[src/rtl/fmlarb2_pkg.sv]
// Shared FastMemoryLink constants and the master-select type used by the
// two-master FML arbiter.
package fmlarb2_pkg;

    localparam int FML_DW    = 64;
    localparam int FML_SW    = 8;
    localparam int FML_BURST = 4;
    localparam int WCNT_W    = 3;

    typedef enum logic {
        MASTER0 = 1'b0,
        MASTER1 = 1'b1
    } master_t;

    function automatic master_t other_master(input master_t m);
        return (m == MASTER0) ? MASTER1 : MASTER0;
    endfunction

endpackage

[src/rtl/fmlarb2.sv]
// Two-master round-robin arbiter in front of hpdmc: the address phase follows
// a registered owner, write data follows the master whose write was accepted.
module fmlarb2
    import fmlarb2_pkg::*;
#(
    parameter int ADR_W  = 26,
    parameter int WDELAY = 1
) (
    input  logic              sys_clk,
    input  logic              sys_rst,

    input  logic [ADR_W-1:0]  m0_adr,
    input  logic              m0_stb,
    input  logic              m0_we,
    output logic              m0_eack,
    input  logic [FML_SW-1:0] m0_sel,
    input  logic [FML_DW-1:0] m0_di,
    output logic [FML_DW-1:0] m0_do,

    input  logic [ADR_W-1:0]  m1_adr,
    input  logic              m1_stb,
    input  logic              m1_we,
    output logic              m1_eack,
    input  logic [FML_SW-1:0] m1_sel,
    input  logic [FML_DW-1:0] m1_di,
    output logic [FML_DW-1:0] m1_do,

    output logic [ADR_W-1:0]  s_adr,
    output logic              s_stb,
    output logic              s_we,
    input  logic              s_eack,
    output logic [FML_SW-1:0] s_sel,
    output logic [FML_DW-1:0] s_di,
    input  logic [FML_DW-1:0] s_do
);

    master_t             owner;
    master_t             wowner;
    master_t             data_src;
    logic [WCNT_W-1:0]   wcnt;
    logic                own_stb;
    logic                other_stb;

    always_comb begin
        own_stb   = (owner == MASTER1) ? m1_stb : m0_stb;
        other_stb = (owner == MASTER1) ? m0_stb : m1_stb;
    end

    assign s_adr   = (owner == MASTER1) ? m1_adr : m0_adr;
    assign s_stb   = own_stb;
    assign s_we    = (owner == MASTER1) ? m1_we : m0_we;
    assign m0_eack = s_eack & (owner == MASTER0);
    assign m1_eack = s_eack & (owner == MASTER1);

    // Outside a write window the owner's beat passes straight through.
    assign data_src = (wcnt != '0) ? wowner : owner;
    assign s_di     = (data_src == MASTER1) ? m1_di : m0_di;
    assign s_sel    = (data_src == MASTER1) ? m1_sel : m0_sel;

    assign m0_do = s_do;
    assign m1_do = s_do;

    // Owner may only move when the current owner is idle or just got eack,
    // since an FML master holds stb until it is acknowledged.
    always_ff @(posedge sys_clk) begin
        if (sys_rst) begin
            owner  <= MASTER0;
            wowner <= MASTER0;
            wcnt   <= '0;
        end else begin
            if (other_stb && (s_eack || !own_stb))
                owner <= other_master(owner);
            if (s_eack && s_we) begin
                wowner <= owner;
                wcnt   <= WCNT_W'(WDELAY + FML_BURST);
            end else if (wcnt != '0) begin
                wcnt <= wcnt - WCNT_W'(1);
            end
        end
    end

endmodule

[config.mk]
export PLATFORM = sky130hd
export DESIGN_NAME = fmlarb2
export DESIGN_NICKNAME = d
export VERILOG_FILES = /design/src/rtl/fmlarb2_pkg.sv /design/src/rtl/fmlarb2.sv
export SDC_FILE = /design/constraint.sdc
export NUM_CORES = 1
export LEC_CHECK = 0
export CORE_AREA = 2 2 193 195
export DETAILED_ROUTE_END_ITERATION = 8
export DIE_AREA = 0 0 195 197
export PLACE_DENSITY = 0.35
export SLEW_MARGIN = 20
export SYNTH_ARGS = -nofsm -noshare
export SYNTH_HDL_FRONTEND = slang
export SYNTH_SLANG_ARGS = --single-unit
[constraint.sdc]
create_clock -name sys_clk -period 4.5 [get_ports sys_clk]
set_clock_uncertainty 0.15 [all_clocks]
set_input_delay 0.45 -clock sys_clk [delete_from_list [all_inputs] [get_ports sys_clk]]
set_output_delay 0.45 -clock sys_clk [all_outputs]
set_load 0.05 [all_outputs]
==> impl_metrics.tcl <==
set metrics [dict create \
    worst-endpoint-arrival_ns 2.95 \
    cap_violations 0 \
    layout.cells.most_common_list "sky130_fd_sc_hd__clkdlybuf4s50_1, sky130_fd_sc_hd__mux2_2, sky130_fd_sc_hd__mux2_1" \
    power_density_mw_per_mm2 258.4 \
    cts_tree "yes" \
    dieArea_mm2 0.03842 \
    crit_type "reg2out" \
    synthAdderAreaFrac 0.01527 \
    drt-total-wl_mm 11.42 \
    synth-seq-cells 5 \
    outcome "finished, final reports clean" \
    synth-simple-area-share 0.01375 \
    max_freq_ghz 0.2819 \
    numClockSinks 5 \
    number_of_antenna_violations_at_the_first_check_in_global_routing 1 \
    crit_chain "inv_1 > ha_1 > ha_1 > mux2i_4 > buf_12 > mux2_2 > clkdlybuf4s50_1" \
    start_util 0.06777 \
    post_cts_resize_count 0 \
    syn-instance-count 272 \
    root_buffer "sky130_fd_sc_hd__clkbuf_16" \
    timing.critical_path.slowest_cell_delay_ns 0.70 \
    total_number_of_vias 2449 \
    finalWorstPathRequiredPeriod_ns 3.547 \
    timing.critical_path.from_type "flip-flop" \
    yosysWarningCount 0 \
    timing.final.crit_share 0.7882 \
    yosysSeqAreaShare 0.04073 \
    utilization 0.1418 \
    synth_mux_area_frac 0.4669 \
    htree_levels 1 \
    count_of_distinct_cell_types_in_the_synthesized_netlist 20 \
    yosys.area_share.xor_xnor 0.003564 \
    remaining_drc_errors 0 \
    hpwl_after_detailed_placement_mm 10.03 \
    syn_nets 542 \
    crit_path_frequent_cell "sky130_fd_sc_hd__ha_1" \
    placementRows 70 \
    final.setup.worst_slack_ns 0.9530 \
    ys_top_cells_by_area "sky130_fd_sc_hd__mux2_2, sky130_fd_sc_hd__buf_4, sky130_fd_sc_hd__dfxtp_1" \
    syn_avg_cell_area_um2 9.034 \
    grt_start_max_net_pins 73 \
    drt.antenna.violating_nets 0 \
    gp_congestion 0.6393 \
    area_fraction_of_the_dominant_cell_type_after_synthesis 0.4262 \
    setup.reg_to_reg.worst_slack_ns 2.89 \
    largest_family_of_logic_cells_by_synthesized_area "multiplexers" \
    cts_hold_repair.buffers 0 \
    floorplan.io_pins 497 \
    rsz0062_at_grt "false" \
    layout.cells.most_common "sky130_fd_sc_hd__clkdlybuf4s50_1" \
    critPathMaxFanout 72 \
    clock_insertion_delay_worst_skew_ns 0.23 \
    slowest_stage_cell_cp "sky130_fd_sc_hd__clkdlybuf4s50_1" \
    worst-slew-pin-transition_ns 0.5367 \
    firstDrtPassIters 3 \
    avgViaCountPerCell 2.688 \
    timing.critical_path.required_ns 3.90 \
    ir_worst_vdd_v 0.0001849 \
    postCtsSetupRepairBufs 0 \
    net_count_reported_at_finish 713 \
    detailedRoute.firstIterationViolations 22 \
    min-delay-path-class "reg2reg" \
    total_leakage_power_nw 1.767 \
    port_buffers 304 \
    drive_above_1_share 0.2240 \
    grt_pass1_vias 2624 \
    overflow 0 \
    globalRouteTotalUtil 0.05229 \
    post-place-ws_ns 1.173 \
    fp.dieW_um 195 \
    routed_wire_length_per_instance_um 12.54 \
    synth_compound_area_frac 0.02291 \
    cts-buffers-inserted 3 \
    timing.final.hold_violations 0 \
    grt_first_pass_wirelength_mm 15.35 \
    most_area_hungry_cell_type_in_the_yosys_netlist "sky130_fd_sc_hd__mux2_2" \
    syn-cell-area_mm2 0.002457 \
    syn2layout_area_growth_pct 109.2 \
    critPathCaptureType "output pin" \
    whs_ns 0.3919 \
    fp.coreArea_mm2 0.03626 \
    slew-limit-headroom 0.6411 \
    timing_max_transition_violations_final 0 \
    clkTransAtPathRegs_ns 0.03 \
    setup-tns-final_ns 0 \
    setup_viol 0 \
    cts-root-to-sink-buffers 2 \
    die_height_um 197 \
]
path summary, 6_finish.rpt:
check                                end    start  cells after the start
worst max-delay path            s_di[45]  wcnt[0]                      7
worst max register to register   wcnt[1]    owner                      3
worst min register to register   wcnt[0]  wcnt[0]                      2
worst min-delay path             wcnt[0]  wcnt[0]                      2
layout make-up:
| cell class | count | area (µm²) |
|---|---|---|
| Fill cell | 4128 | 31120 |
| Timing Repair Buffer | 306 | 3070 |
| Multi-Input combinational cell | 122 | 1284 |
| Tap cell | 468 | 585.6 |
| Sequential cell | 5 | 100.1 |
| Clock buffer | 4 | 78.83 |
| Inverter | 5 | 18.77 |
| Antenna cell | 1 | 2.502 |
cells by family after synthesis:
| family | after synthesis |
|---|---|
| and+or+nand+nor | 7 |
| xor gates and xnor gates | 1 |
| buffers and inverters | 145 |
| DFF | 5 |
| adders and majority gates | 3 |
| muxes | 101 |
| AOI/OAI and AO/OA | 10 |
per-layer routing:
metal | global-route usage | wire length [µm] | vias up | share of wire
li1 | - | - | 1129 | -
met1 | 0.04564 | 3401 | 1047 | 0.30
met2 | 0.1040 | 6194 | 217 | 0.54
met3 | 0.01985 | 1393 | 56 | 0.12
met4 | 0.02516 | 434 | 0 | 0.038
met5 | 0 | 0 | - | 0
Yosys cell counts (all sizes together):
| cell | number |
|---|---|
| a2111oi | 1 |
| inv | 5 |
| ha | 3 |
| dfxtp | 5 |
| xor2 | 1 |
| and2 | 1 |
| a211oi | 1 |
| nor2 | 2 |
| mux2i | 2 |
| nor2b | 2 |
| mux2 | 99 |
| buf | 140 |
| nand2 | 2 |
| a21oi | 5 |
| o21ai | 3 |
stage by stage:
stage,area (µm²),cells,total power [mW]
after floorplan,2457,272,1.093
after global placement,5059,906,1.207
after detailed placement,5059,906,1.195
after CTS,5137,910,1.351
after global routing,5140,911,1.390
final,5140,911,1.328
power breakdown:
part	leakage, nW	switching, mW	internal (mW)	total [mW]
clock network	0.0382	0.0278	0.117	0.145
registers	0.0413	0.00597	0.0551	0.0611
logic	1.69	0.618	0.504	1.12
total	1.77	0.652	0.676	1.33
state kept, by name (all words and copies together) (netlist names):
signal / count
wowner: 1
owner: 1
wcnt: 3
critical path: cells and delay by family (launching register included):
| kind | cells | cell delay (ns) |
|---|---|---|
| flops | 1 | 0.31 |
| mux | 2 | 0.72 |
| fa+ha+maj | 2 | 0.49 |
| buf+inv | 3 | 1.04 |
Power figures use the tool's default switching activity.
